--- config.mk ---
export PLATFORM = sky130hd
export DESIGN_NAME = fetch_unit
export DESIGN_NICKNAME = d
export VERILOG_FILES = /design/src/rtl/instr_pack.sv /design/src/rtl/branch_target.sv /design/src/rtl/fetch_unit.sv
export SDC_FILE = /design/constraint.sdc
export NUM_CORES = 1
export LEC_CHECK = 0
export CORE_MARGIN = 2
export CORE_UTILIZATION = 34
export DETAILED_ROUTE_END_ITERATION = 10
export GPL_ROUTABILITY_DRIVEN = 0
export HOLD_SLACK_MARGIN = 0.05
export SYNTH_ARGS = -nofsm -noshare
export SYNTH_HDL_FRONTEND = slang
export SYNTH_SLANG_ARGS = --single-unit
--- constraint.sdc ---
create_clock -name clk -period 2.1 [get_ports clk]
set_input_delay 0.42 -clock clk [delete_from_list [all_inputs] [get_ports clk]]
set_output_delay 0.42 -clock clk [all_outputs]
set_load 0.03 [all_outputs]
--- src/rtl/instr_pack.sv ---
// instr_pack: types and constants shared by the fetch and decode stages
package instr_pack;
  typedef enum logic [1:0] {IDLE, RUN, HALT} fetch_state;
  typedef enum logic [2:0] {
    BR_NONE, BR_Z, BR_NZ, BR_JMP, BR_ABS, BR_RSV5, BR_RSV6, BR_RSV7
  } branch_code;
  localparam logic [8:0] NOP_INSTR = 9'h160;
endpackage

--- src/rtl/branch_target.sv ---
// branch_target: decides whether a branch is taken and where it goes
module branch_target
  import instr_pack::*;
#(
  parameter int PC_W = 10
) (
  input  logic [PC_W-1:0] instr_pc,
  input  logic [PC_W-1:0] br_off,
  input  branch_code      branch,
  input  logic            zero_i,
  output logic            taken,
  output logic [PC_W-1:0] target
);
  // reserved codes fall through as not taken; relative targets wrap at PC_W bits
  always_comb begin
    taken  = (branch == BR_Z && zero_i) || (branch == BR_NZ && !zero_i) ||
             branch == BR_JMP || branch == BR_ABS;
    target = (branch == BR_ABS) ? br_off : instr_pc + br_off;
  end
endmodule

--- src/rtl/fetch_unit.sv ---
// fetch_unit: program counter, instruction memory addressing and run control
module fetch_unit
  import instr_pack::*;
#(
  parameter int PC_W  = 10,
  parameter int CNT_W = 16
) (
  input  logic             clk,
  input  logic             rst_n,
  input  logic             start,
  input  logic             done_i,
  input  branch_code       branch,
  input  logic             zero_i,
  input  logic [PC_W-1:0]  br_off,
  output logic [PC_W-1:0]  imem_addr,
  input  logic [8:0]       imem_data,
  output logic [8:0]       instr,
  output logic             instr_valid,
  output logic [PC_W-1:0]  instr_pc,
  output logic             done,
  output logic [CNT_W-1:0] retired
);
  fetch_state       state_q, state_d;
  logic [PC_W-1:0]  pc_q, pc_d, instr_pc_q, instr_pc_d, target;
  logic             valid_q, valid_d, taken;
  logic [CNT_W-1:0] retired_q, retired_d;

  branch_target #(.PC_W(PC_W)) u_branch_target (
    .instr_pc(instr_pc_q),
    .br_off  (br_off),
    .branch  (branch),
    .zero_i  (zero_i),
    .taken   (taken),
    .target  (target)
  );

  // next-state: start from IDLE/HALT, stream in RUN, halt beats branch, taken branch squashes
  always_comb begin
    state_d    = state_q;
    pc_d       = pc_q;
    instr_pc_d = instr_pc_q;
    valid_d    = 1'b0;
    retired_d  = retired_q;
    if (state_q != RUN) begin
      if (start) begin
        state_d   = RUN;
        pc_d      = '0;
        retired_d = '0;
      end
    end else begin
      instr_pc_d = pc_q;
      valid_d    = 1'b1;
      pc_d       = pc_q + PC_W'(1);
      if (valid_q) begin
        retired_d = (&retired_q) ? retired_q : retired_q + CNT_W'(1);
        if (done_i) begin
          state_d = HALT;
          valid_d = 1'b0;
          pc_d    = pc_q;
        end else if (taken) begin
          pc_d    = target;
          valid_d = 1'b0;
        end
      end
    end
  end

  // state registers, cleared asynchronously
  always_ff @(posedge clk or negedge rst_n) begin
    if (!rst_n) begin
      state_q    <= IDLE;
      pc_q       <= '0;
      instr_pc_q <= '0;
      valid_q    <= 1'b0;
      retired_q  <= '0;
    end else begin
      state_q    <= state_d;
      pc_q       <= pc_d;
      instr_pc_q <= instr_pc_d;
      valid_q    <= valid_d;
      retired_q  <= retired_d;
    end
  end

  assign imem_addr   = pc_q;
  assign instr       = valid_q ? imem_data : NOP_INSTR;
  assign instr_valid = valid_q;
  assign instr_pc    = instr_pc_q;
  assign done        = (state_q == HALT);
  assign retired     = retired_q;
endmodule

==> results by group <==
Synthesis
  • Synthesis warning total: 0
  • Top FF cell, synth: dfrtp_1
  • Post-synth top area share: 37.75%
  • Synthesized instance count: approximately 300
  • Synth Area per Inst: 8.733 um2
  • Post-synth EDFFs: 0
  • Sequential area share after synthesis: a little under two fifths
  • Synth area leaders: dfrtp_1, nand2_1, xor2_1
  • Flops & latches, synth: 39
  • Post-synth ARST share: 100.0%
  • Post-Syn Area: between 2000 and 3000 um2
  • Yosys cell types: 45
  • Post-synth top area cell: dfrtp_1
  • Syn Nets: 335

Run status
  • Status: finished, final reports clean

STA
  • Clk_skew: 0.005286 ns
  • Endpoints failing hold: 0
  • Min cycle time layout: 2.067 ns
  • Slew @ Worst Pin: around 0.46 ns
  • Max-Slew Margin vs Limit: 69.49%
  • Max Freq: 483.9 MHz
  • # setup viols final: 0
  • Worst hold slack: approximately 0.51 ns
  • RSZ-0062 raised after global routing: no
  • Period utilisation layout: a little over nine tenths
  • Slew Viols, Final: 0
  • Final worst slack: 0.03340 ns

Routing
  • Wirelength, routed: 7.516 mm
  • DRT iter0 DRCs: ~130
  • Wire per inst: around 15 um
  • Vias: 2582
  • Antenna Nets Post-Route: 0
  • Vias per cell: around 5.1
  • Drt first pass iters: 4
  • Drc violations: 0

Global routing
  • Gr busiest metal: met2
  • First-pass GRT wire length: 12.52 mm
  • M3 GR Usage: 2.988%
  • GRT overflow: 0
  • GRT Util Overall: 18.29%
  • Largest net degree at the start of global routing: 18
  • GRT met2 Usage: between 20 and 30%
  • Initial antenna violation count: 0
  • Number of global-route vias before repair: 2548
  • Met1 Use GR: 25.44%

Cells and area
  • Most frequent cells in the layout: clkdlybuf4s50_1, nand2_1, buf_4
  • Final std cells w/o fill: 505
  • Commonest non-fill, non-tap cell in the layout: clkdlybuf4s50_1
  • Antenna Diode Count: 0
  • Final Net Count: approximately 440
  • Fraction of layout cells with a size suffix above 1: 18.47%
  • Synth-to-layout area growth: 53.73%

CTS
  • TritonCTS clock tree: yes
  • Reg clk slew, reported paths: about 0.080 ns
  • Root buffer cell: clkbuf_8
  • CTS max path bufs: 2
  • Total clock buffers created by CTS: 5
  • Skew-Pair Late Insertion Delay: between 0.2 and 0.3 ns
  • Clock Sinks: 39
  • H-Tree Depth: 2

Worst setup path
  • Critical-path top delay cell: clkdlybuf4s50_1
  • Setup crit end kind: output port
  • Worst-path maximum fanout: 1
  • CP Class: input pin to output port
  • CP bufs+invs: 2
  • Startpoint types: input pin
  • Most used cell, CP: clkdlybuf4s50_1
  • Cells along the critical path: clkdlybuf4s50_1 -> and2_1 -> clkdlybuf4s50_1
  • Worst EP arrival: approximately 1.7 ns
  • Family with the most delay on the worst path: buffers and inverters
  • Worst endpoint required time: between 1.5 and 2 ns
  • CP max stage delay: 0.67 ns

Die
  • Die Wd: approximately 91 um
  • Die Span Y: between 90 and 100 um
  • I/O pin total: 74
  • Initial core utilization: between 30 and 40%
  • Die area: 8317 um2
  • Num rows: 31
  • Placeable core area: between 7000 and 8000 um2

Power
  • Maximum vdd drop: roughly 0.45 mV
  • P_leak: 1.823 nW
  • Power Density: 1245 nW/um2
  • Total power: 4.946 mW

Placement
  • DP Wirelength: roughly 5.7 mm
  • I/O Buffers: 73
  • Dpl cells: about 490
  • Pre-CTS WS: -0.4445 ns

Run
  • Max Cap Viol: 0

Hold path
  • Worst hold-check path type: flop to flop
## repair_timing
item	in CTS	in global routing
resized for setup	12	24
buffers inserted	2	3
endpoints found under the setup margin	13	12
hold endpoints to repair	13	0
pin swaps	7	11
hold buffers	1	0
## report_power, final
group | internal (mW) | switching, mW
combinational | 1.38 | 1.64
clock | 0.385 | 0.267
sequential | 0.973 | 0.310
## flip-flops by register name, summed over array words and instances, names as in the netlist
signal / flops
retired: 16
imem_addr: 10
instr_pc: 10
state_q: 2
instr_valid: 1
## worst paths after layout
check | from | to | slack [ns] | cells after the start
min reg2reg | instr_pc[8]$_DFFE_PN0P_ | instr_pc[8]$_DFFE_PN0P_ | 0.51 | 2
min in group asynchronous | rst_n | retired[10]$_DFFE_PN0P_ | 0.56 | 2
min | instr_pc[8]$_DFFE_PN0P_ | instr_pc[8]$_DFFE_PN0P_ | 0.51 | 2
max in group asynchronous | rst_n | instr_valid$_DFF_PN0_ | 0.99 | 3
max | imem_data[3] | instr[3] | 0.03 | 3
max reg2reg | instr_pc[5]$_DFFE_PN0P_ | imem_addr[9]$_DFFE_PN0P_ | 0.10 | 8
## area by class of cell
class	count	area (um2)
well taps	99	123.9
clock buffers	6	82.58
inverters	10	40.04
repair buffers	111	1031
clock inverters	2	35.03
fillers	697	3318
multi-input cells	238	1683
flip-flops and latches	39	978.4
## metal layers
layer | up-vias | part of all wire (%)
li1 | 1267 | -
met1 | 1253 | 47
met2 | 60 | 48
met3 | 2 | 3.8
met4 | 0 | 0.53
met5 | - | 0
## cell usage after synthesis (2+ instances only)
cell type and instances:
nand2_1 51, dfrtp_1 39, nor2_1 23, o21ai_0 17, xor2_1 16, nand4_1 12, and3_1 11, ha_1 11
nand2b_1 10, and2_1 9, inv_1 9, nand3_1 9, a21oi_1 8, clkbuf_1 8, mux2i_1 8, o221ai_1 6
nor2b_1 4, o211ai_1 4, xnor2_1 4, a21o_1 3, nor3_1 3, nor3b_1 3, a211oi_1 2, nor4_1 2
o21ai_1 2, o22ai_1 2, o41ai_1 2
## through the flow
step | utilization (%) | area [um2] | TNS (ns)
4_1_cts | 52.68 | 3841 | 0
2_1_floorplan | - | 2592 | 0
5_1_grt | 54.50 | 3974 | 0
6_report | 54.50 | 3974 | 0
3_5_place_dp | 50.03 | 3649 | -2.652
3_3_place_gp | 50.03 | 3649 | -2.574
## worst reg2reg max path: stages, from the launching register on
cell	delay (ns)
dfrtp_2	0.43
ha_4	0.29
buf_6	0.11
nand4_1	0.09
o211ai_1	0.23
o221ai_2	0.17
mux2i_1	0.16
a2111oi_2	0.33
nand2_1	0.08
## kinds of logic (layout without fill, tap and decap cells)
logic type / Yosys count / after routing / synth area share [%]
buffers and inverters: 19 / 129 / 3.146
xor gates and xnor gates: 20 / 20 / 6.776
AOI/OAI and AO/OA: 55 / 55 / 15.01
and+or+nand+nor: 142 / 142 / 27.59
muxes: 9 / 9 / 3.630
adders and majority gates: 12 / 12 / 6.099
DFF: 39 / 39 / 37.75
Note: power is estimated with default switching activity, not from simulation.
==> patch, RTL diff (same settings) <==
Make the reset (`rst_n`) synchronous in one clocked block. Comments in the files are not updated.
--- a/src/rtl/fetch_unit.sv
+++ b/src/rtl/fetch_unit.sv
@@ -66,7 +66,7 @@
   end
 
   // state registers, cleared asynchronously
-  always_ff @(posedge clk or negedge rst_n) begin
+  always_ff @(posedge clk) begin
     if (!rst_n) begin
       state_q    <= IDLE;
       pc_q       <= '0;
Function: differs if rst_n is asserted again (counterexample within 4 cycles, from zero or initial values and one cycle with rst_n low); with rst_n held inactive, the same outputs for 10 cycles.
==> patch against the original RTL <==
Count of clock-buffer cells in the layout unchanged; area after synthesis down 2.5%; worst setup slack improved by 0.019 ns; worst hold slack got worse by 0.023 ns; clock skew up 0.0075 ns; routed wire length grew 0.24%; sequential cell count stayed put; maximum frequency rose by 0.92%; cell area decreased by 2.7%; core utilization down 0.91 points; die area down 2.4%; critical path depth unchanged.
Power is not compared: it rests on default switching activity, and its combinational part moved more than twofold at a synthesized area within 25%.
==> patch: results (changes against the original RTL) <==
- Status: finished, final reports clean (unchanged)
- Via-to-Cell Ratio: 5.100 (was 5.113)
- WL/cell: 14.24 um (was 14.88 um)
- CTS-repair resized insts: 14 (was 12)
- Post-synthesis cell type count: 53 (was 45)
- Routed met1 length: 3553 um (was 3560 um)
- Worst Reg-to-Reg Cells: 9 (was 8)
- Largest net degree at the start of global routing: 20 (was 18)
- Fill count: 724 (was 697)
- Mux contribution to synthesized area: 2.184% (was 3.630%)
- Skew final: 0.01279 ns (was 0.005286 ns)
- Synth Area in XOR/XNOR: 5.906% (was 6.776%)
- Final wirelength: 7534 um (was 7516 um)
- Setup Fix Bufs, Post-CTS: 0 (was 2)
- Worst-Margin Slew: 0.5623 ns (was 0.4567 ns)
- Vias in the first global route: 2628 (was 2548)
- First-pass GRT wire length: 12440 um (was 12520 um)
- Mapped Cells: 315 (was 296)
- Total GRT Usage: 18.61% (was 18.29%)
- DP HPWL: 5745 um (was 5689 um)
- Net Count, Synth: 354 (was 335)
- DRT iter0 DRCs: 90 (was 128)
- Final nets: 468 (was 444)
- Share of post-route cells with drive strength above 1: 18.60% (was 18.47%)
- Synth Area in Compound Gates: 21.59% (was 15.00%)
- Met2 wire length: 3602 um (was 3626 um)
- Top cells by area, synth: dfxtp_1 (31%), nand2_1 (6.3%), ha_1 (5.5%) (was dfrtp_1 (38%), nand2_1 (7.4%), xor2_1 (5.4%))
- WL met3: 232 um (was 289 um)
- Synth Flop Type: dfxtp_1 (was dfrtp_1)
- Dpl cells: 520 (was 493)
- Post-synth top cells: nand2_1 (42), dfxtp_1 (39), nor2_1 (30), o21ai_0 (16), xor2_1 (15) (was nand2_1 (51), dfrtp_1 (39), nor2_1 (23), o21ai_0 (17), xor2_1 (16))
- Crit path DAT: 1.63 ns (was 1.65 ns)
## patch: cell count changes in the layout (fill, tap and decap cells not counted), sizes merged, moves of 6 or more
cell / unedited run / this run
dfrtp: 39 / 0
and3: 11 / 4
dfxtp: 0 / 39
a21boi: 0 / 11
o21a: 0 / 6
nor2: 23 / 30
buf: 41 / 51
nand2: 51 / 42
## patch: final timing paths
check | from | to | slack, ns
setup / recovery | imem_data[5] | instr[5] | 0.05
hold / removal | instr_pc[6]$_SDFFE_PN0P_ | instr_pc[6]$_SDFFE_PN0P_ | 0.49
setup reg to reg | instr_pc[0]$_SDFFE_PN0P_ | imem_addr[8]$_SDFFE_PN0P_ | 0.08
hold reg to reg | instr_pc[6]$_SDFFE_PN0P_ | instr_pc[6]$_SDFFE_PN0P_ | 0.49
## patch: metal layers
layer / up-vias / GRT usage [%]
li1: 1362 / -
met1: 1276 / 23.90
met2: 50 / 31.52
met3: 10 / 3.185
met4: 0 / 6.410
met5: - / 0
## patch: stage by stage
| stage | worst slack (ns) | cell area [um2] |
|---|---|---|
| 2_1_floorplan | 0.005087 | 2524 |
| 3_3_place_gp | -0.5508 | 3667 |
| 3_5_place_dp | -0.6062 | 3667 |
| 4_1_cts | 0.003480 | 3810 |
| 5_1_grt | -0.03716 | 3866 |
| 6_report | 0.05231 | 3866 |
## patch: cells by family (layout without fill, tap and decap cells)
family | after synthesis | in the layout
xor+xnor | 17 | 17
compound gates | 79 | 79
flops | 39 | 39
simple gates | 142 | 142
fa+ha+maj | 12 | 12
buf+inv | 21 | 136
mux | 5 | 5
## patch: cell type report
type,instances,area share [%]
clock buffer,6,1.877
clock inverter,2,0.3236
inverter,6,0.5825
multi-input combinational,255,45.28
sequential,39,20.26
tap,99,3.204
timing repair buffer,122,28.48
